==> config.mk <==
export PLATFORM = sky130hd
export DESIGN_NAME = core_ifu_pcgen
export DESIGN_NICKNAME = d
export VERILOG_FILES = /design/src/rtl/core_ifu_pcgen.sv
export SDC_FILE = /design/constraint.sdc
export NUM_CORES = 1
export LEC_CHECK = 0
export CORE_ASPECT_RATIO = 1.2
export CORE_MARGIN = 1.5
export CORE_UTILIZATION = 55
export DETAILED_ROUTE_END_ITERATION = 16
export PLACE_DENSITY_LB_ADDON = 0.05
export SYNTH_ARGS = -nofsm -noshare
export SYNTH_HDL_FRONTEND = slang
export SYNTH_SLANG_ARGS = --single-unit
==> constraint.sdc <==
create_clock -name clk -period 3.7 [get_ports clk]
set_input_delay 0.74 -clock clk [delete_from_list [all_inputs] [get_ports clk]]
set_output_delay 0.74 -clock clk [all_outputs]
set_load 0.02 [all_outputs]
==> src/rtl/core_ifu_pcgen.sv <==
// Fetch PC generator: issues sequential fetch addresses, tracks in-flight requests,
// pairs returned instructions with their PC and drops responses made stale by a redirect.
module core_ifu_pcgen #(
  parameter logic [31:0] RESET_PC        = 32'h8000_0000,
  parameter int          MAX_OUTSTANDING = 8
) (
  input  logic        clk,
  input  logic        rst,
  input  logic        redirect_valid,
  input  logic [31:0] redirect_pc,
  output logic        req_valid,
  input  logic        req_ready,
  output logic [31:0] req_addr,
  input  logic        rsp_valid,
  output logic        rsp_ready,
  input  logic [31:0] rsp_inst,
  output logic        out_valid,
  input  logic        out_ready,
  output logic [31:0] out_inst,
  output logic [31:0] out_pc
);

  localparam logic [3:0] MAX_OUT  = 4'(MAX_OUTSTANDING);
  localparam logic [2:0] LAST_IDX = 3'(MAX_OUTSTANDING - 1);

  logic [31:0] pc_reg, pc_next;
  logic [3:0]  outstanding_reg, outstanding_next;
  logic [3:0]  drop_cnt_reg, drop_cnt_next;
  logic [2:0]  wr_ptr_reg, wr_ptr_next;
  logic [2:0]  rd_ptr_reg, rd_ptr_next;
  logic [31:0] pcq_reg [MAX_OUTSTANDING];
  logic [MAX_OUTSTANDING-1:0] entry_we;

  logic dropping;
  logic req_fire, rsp_fire;
  logic rsp_dec;
  logic unused_redirect_lsbs;

  assign unused_redirect_lsbs = ^redirect_pc[1:0];

  function automatic logic [2:0] ptr_inc(input logic [2:0] p);
    return (p == LAST_IDX) ? 3'd0 : p + 3'd1;
  endfunction

  assign dropping  = (drop_cnt_reg != 4'd0);
  assign req_valid = !rst && !redirect_valid && (outstanding_reg < MAX_OUT);
  assign req_addr  = pc_reg;
  // Stale responses are drained unconditionally; live ones follow decode backpressure.
  assign rsp_ready = !rst && (redirect_valid || dropping || out_ready);
  assign out_valid = !rst && !redirect_valid && !dropping && rsp_valid;
  assign out_inst  = rsp_inst;
  assign out_pc    = pcq_reg[rd_ptr_reg];

  assign req_fire = req_valid && req_ready;
  assign rsp_fire = rsp_valid && rsp_ready;
  assign rsp_dec  = rsp_fire && (outstanding_reg != 4'd0);

  for (genvar gi = 0; gi < MAX_OUTSTANDING; gi++) begin : g_pcq_we
    assign entry_we[gi] = req_fire && (wr_ptr_reg == 3'(gi));
  end

  always_comb begin
    pc_next          = pc_reg;
    wr_ptr_next      = wr_ptr_reg;
    rd_ptr_next      = rd_ptr_reg;
    drop_cnt_next    = drop_cnt_reg;
    outstanding_next = outstanding_reg + {3'd0, req_fire} - {3'd0, rsp_dec};
    if (redirect_valid) begin
      pc_next       = {redirect_pc[31:2], 2'b00};
      drop_cnt_next = outstanding_reg - {3'd0, rsp_dec};
      wr_ptr_next   = 3'd0;
      rd_ptr_next   = 3'd0;
    end else begin
      if (req_fire) begin
        pc_next     = pc_reg + 32'd4;
        wr_ptr_next = ptr_inc(wr_ptr_reg);
      end
      if (rsp_fire) begin
        if (dropping)
          drop_cnt_next = drop_cnt_reg - 4'd1;
        else
          rd_ptr_next = ptr_inc(rd_ptr_reg);
      end
    end
  end

  always_ff @(posedge clk) begin
    if (rst) begin
      pc_reg          <= RESET_PC;
      outstanding_reg <= 4'd0;
      drop_cnt_reg    <= 4'd0;
      wr_ptr_reg      <= 3'd0;
      rd_ptr_reg      <= 3'd0;
    end else begin
      pc_reg          <= pc_next;
      outstanding_reg <= outstanding_next;
      drop_cnt_reg    <= drop_cnt_next;
      wr_ptr_reg      <= wr_ptr_next;
      rd_ptr_reg      <= rd_ptr_next;
    end
  end

  // PC storage needs no reset: entries are only read after being written.
  always_ff @(posedge clk) begin
    for (int i = 0; i < MAX_OUTSTANDING; i++) begin
      if (entry_we[i])
        pcq_reg[i] <= pc_reg;
    end
  end

endmodule

# == After elaboration in Yosys (flattened, before gate mapping) ==
# Memory sizes are Yosys's and may differ from the RTL's. A register that Yosys moved wholly into a read port is not among the register bits.
# Index checks and enable logic that the tools add are counted.
# word_totals
inputBits,70
word_cells,107
ram_bits,256
ff_bits,46
out_inout_bits,99
memories,1
# mem_list
name,depth,width,read_ports,rd_clocked_by_memory_dff,write_ports,line_no,rtl
pcq_reg,8,32,1,1,1,31,logic [31:0] pcq_reg [MAX_OUTSTANDING];
# classes
n_eq_ne,8
bitwise,1
mux,46
magnitude_cmp,1
reduce_logical,37
addsub,7
# op_table
op,count
$mux 32,9
$reduce_or 32->1,7
$mux 3,11
$add 32x3->32 const B,1
$mux 1,23
$logic_and 1x1->1,16
$eq 3x3->1 const B,5
$mux 4,3
$reduce_bool 4->1,2
$sub 4x1->4,2
$add 3x1->3 const B,2
$eq 3x2->1 const B,2
$reduce_bool 2->1,3
$add 4x1->4,1
$lt 4x4->1 const B,1
$reduce_and 2->1,2
$sub 4x1->4 const B,1
$eq 3x1->1 const B,1
$logic_not 1->1,3
$logic_not 3->1,1
$logic_or 1x1->1,2
$reduce_or 2->1,1
$not 1->1,1

# == Longest topological paths before layout ==
# logic_depth
word_depth,15
depth_mapped,12
depth_no_buf,12

# == Least setup slack after synthesis ==
# No wires, ideal clock.
# synth_timing
path_kind,reg2reg
from,register drop_cnt_reg[0]
to,register outstanding_reg[2]
setup_slack_ps,824
t_required_ps,3572
t_arrival_ps,2748
n_path_buf,0
period_less_slack_ps,2876
stages_incl_launch_ff,13
setup_time_ps,128
path_cell_list,dfxtp_1 -> inv_1 -> ha_1 -> nor3b_1 -> a21oi_1 -> and3_1 -> ha_1 -> inv_1 -> ha_1 -> inv_1 -> fa_1 -> xnor2_1 -> nor2_1
# synth_via
elab_chain_cells,7
# synth_lines
item,line_no,rtl
from (decl),28,"logic [3:0] drop_cnt_reg, drop_cnt_next;"
from (signal assigned),97,drop_cnt_reg <= drop_cnt_next;
$reduce_bool 4->1,45,assign dropping = (drop_cnt_reg != 4'd0);
$logic_or 1x1->1 (2 in series),49,assign rsp_ready = !rst && (redirect_valid || dropping || out_ready);
$logic_and 1x1->1,49,
net rsp_ready,15,"output logic rsp_ready,"
$logic_and 1x1->1,55,assign rsp_fire = rsp_valid && rsp_ready;
$logic_and 1x1->1,56,assign rsp_dec = rsp_fire && (outstanding_reg != 4'd0);
$sub 4x1->4,67,"outstanding_next = outstanding_reg + {3'd0, req_fire} - {3'd0, rsp_dec};"
to (signal assigned),96,outstanding_reg <= outstanding_next;
to (decl),27,"logic [3:0] outstanding_reg, outstanding_next;"
# The timed path passes the listed nets, and every way through them passes these cells.
# A chain may end at the register's enable or synchronous reset.

==> run_results.csv <==
group,metric,value,unit
layout,area_delta_synth_final,17.1,%
cts,cts_tree,"built",
floorplan,chipHeight,166,µm
setup_path,cp-end-kind,"output pin",
setup_path,r2r_cells,5,
power_and_ir_drop,powerDensity,500,nW/µm²
timing,rsz0062_at_grt,"false",
detailed_routing,drt-total-wl,26500,µm
cts,cts_resized,0,
yosys,synth_edf_count,240,
placed_design,gp_congestion,0.805,
cts,ctsHtreeMaxLevel,1,
layout,diodes,0,
yosys,synth_ff_type,"edfxtp_1",
floorplan,die-area,23000,µm²
timing,min_period,3.52,ns
timing,tightest_slew,0.895,ns
timing,setup_viol,0,
detailed_routing,vias_per_cell,6.13,
global_route,grtUsageMet3,3.84,%
yosys,synth_top_area_share,59.3,%
yosys,ys_seq_area_share,67.1,%
detailed_routing,post_drt_wl_per_cell,23.7,µm
floorplan,die_x,139,µm
floorplan,num_io_pins,169,
global_route,grt_max_degree,51,
timing,setup_tns,0,ns
yosys,ys_async_sr_fraction,0,%
cts,cts.hold.buffers_added,0,
setup_path,cp.required,2.96,ns
floorplan,initial_core_util,56.0,%
detailed_routing,drtIter0Drc,559,
setup_path,cp_slowest_stage_delay,0.58,ns
timing,final_min_period_over_clock_period,95.2,%
global_route,grt_pass1_vias,7038,
detailed_routing,remaining_drc_errors,0,
yosys,synth_cell_type_count,57,
setup_path,crit_type,"reg2out",
setup_path,crit_path_top_delay_cell,"dfxtp_4",
cts,clock_path_buffers,3,
detailed_routing,dr.pass1.iters,7,
cts,cts-root-buf,"clkbuf_16",
detailed_routing,dr_total_vias,6851,
yosys,synth.avg_cell_area,16.5,µm²
global_route,track_usage,23.2,%
setup_path,startpoint_type,"flop",
hold_path,min-delay-path-class,"reg2reg",
setup_path,worstReg2RegEnd,"req_addr[26]",
placed_design,dp_hpwl,16300,µm
global_route,antenna_found_initial,0,
yosys,ys_seq_elements,287,
timing,fmax,0.284,GHz
floorplan,coreArea,21700,µm²
yosys,yosys-top-cells-area,"edfxtp_1 59%, mux4_2 11%, dfxtp_1 7.7%",
global_route,met2_usage,38.2,%
timing,setup_slack,0.178,ns
placed_design,post-place-ws,0.448,ns
cts,cts_setup_buffers,0,
yosys,synth_top_area_cell,"edfxtp_1",
layout,layout_common_cells,"240 x edfxtp_1, 98 x clkdlybuf4s50_1, 60 x mux4_2",
setup_path,crit_arrival,2.78,ns
setup_path,crit_fanout,24,
cts,clk_latency,0.53,ns
timing,finalClockSkew,0.00986,ns
timing,drv_slew,0,
timing,hold_viol,0,
cts,path_clk_slew,0.06,ns
timing,slew_headroom,39.8,%
detailed_routing,ant_nets,0,
setup_path,endpoint,"out_pc[27]",
yosys,ys.warnings.count,0,
yosys,syn_inst,737,
global_route,met1_usage,33.5,%
layout,largest_reg_flops,240,
cts,cts_buffers,27,
global_route,grt_first_pass_wirelength,41300,µm
setup_path,worstPathCellList,"buf_12, mux4_2, mux2_2, clkdlybuf4s50_1",
layout,layout.nets,915,
global_route,top_usage_layer,"met2",
placed_design,port_buffers,98,
cts,cts.sinks,287,
run_status,status,"finished, final reports clean",
setup_path,reg2reg_slack,1.04,ns
run,drv_cap,0,
hold_path,whs_path_depth,2,
yosys,syn_area,12100,µm²
layout,layout_commonest_cell,"edfxtp_1",
global_route,grt-ovfl-total,0,
setup_path,r2r-start,"req_addr[3]",
floorplan,fp-row-count,59,
layout,layout-drive-gt1-share,20.7,%
power_and_ir_drop,p_leak,4.67,nW
power_and_ir_drop,ir_drop,0.383,mV
==> synth_stat cells (all sizes together) (2+ instances only) <==
master / n
edfxtp: 240
mux4: 60
dfxtp: 47
buf: 43
mux2: 31
nand2: 31
nor2: 31
clkbuf: 29
ha: 20
inv: 20
a21oi: 16
and3: 16
nand4: 15
a211oi: 12
nand3: 9
nor3: 9
or4: 8
xnor2: 8
nor4: 7
a311oi: 6
and4: 6
o21ai: 6
xor2: 6
and2: 5
nand2b: 5
or3: 5
a31oi: 4
o211ai: 4
o311ai: 4
o31ai: 4
nor3b: 3
o21a: 3
mux2i: 2
nand3b: 2
nor2b: 2
o221ai: 2
or4b: 2
==> worst min path at each step <==
stage / start / end
after global routing: wr_ptr_reg[1] / wr_ptr_reg[1]
final: rd_ptr_reg[0] / flop
after floorplan: rd_ptr_reg[0] / flop
after detailed placement: rd_ptr_reg[0] / flop
after CTS: rd_ptr_reg[0] / flop
after global placement: rd_ptr_reg[0] / flop
==> cell type report <==
class                           instances  area, µm²
Sequential cell                       287       8150
Tap cell                              274        343
Multi-Input combinational cell        361       3530
Fill cell                            1534       7480
Inverter                               20       75.1
Clock buffer                           34        722
Clock inverter                         15        138
Timing Repair Buffer                  127       1260
==> worst max-delay path: cells and delay by family, from the launching register on <==
family / cells / cell delay [ns]
multiplexers: 2 / 0.83
flip-flops: 1 / 0.58
buffers and inverters: 2 / 0.81
==> logic make-up after synthesis <==
family | count (synthesis) | synth area share, %
buffers and inverters | 92 | 3.97
adders and majority gates | 21 | 2.23
AOI/OAI and AO/OA | 69 | 3.99
DFF | 287 | 67.1
and+or+nand+nor | 160 | 7.53
other | 1 | 0.0309
muxes | 93 | 14.2
xor gates and xnor gates | 14 | 1.01
==> through the flow <==
step	hold WS, ns	area, µm²	total power, mW	util (%)	instances
after floorplan	0.464	12200	4.24	-	740
after global placement	0.468	13400	4.46	61.6	1069
after detailed placement	0.494	13400	4.49	61.6	1069
after CTS	0.505	14200	7.16	65.5	1118
after global routing	0.553	14200	7.36	65.5	1118
final	0.501	14200	7.10	65.5	1118
==> power by group <==
| group | leakage, nW | internal (mW) | switching [mW] |
|---|---|---|---|
| Clock | 0.407 | 1.52 | 1.16 |
| Sequential | 2.60 | 3.59 | 0.119 |
| Combinational | 1.66 | 0.349 | 0.358 |
| Total | 4.67 | 5.46 | 1.64 |
==> layer usage <==
metal	up-vias	part of all wire, %
met5	-	0
met4	0	1.4
met3	42	6.6
met2	291	49
met1	3461	43
li1	3057	-
Note: power is estimated with default switching activity, not from simulation.
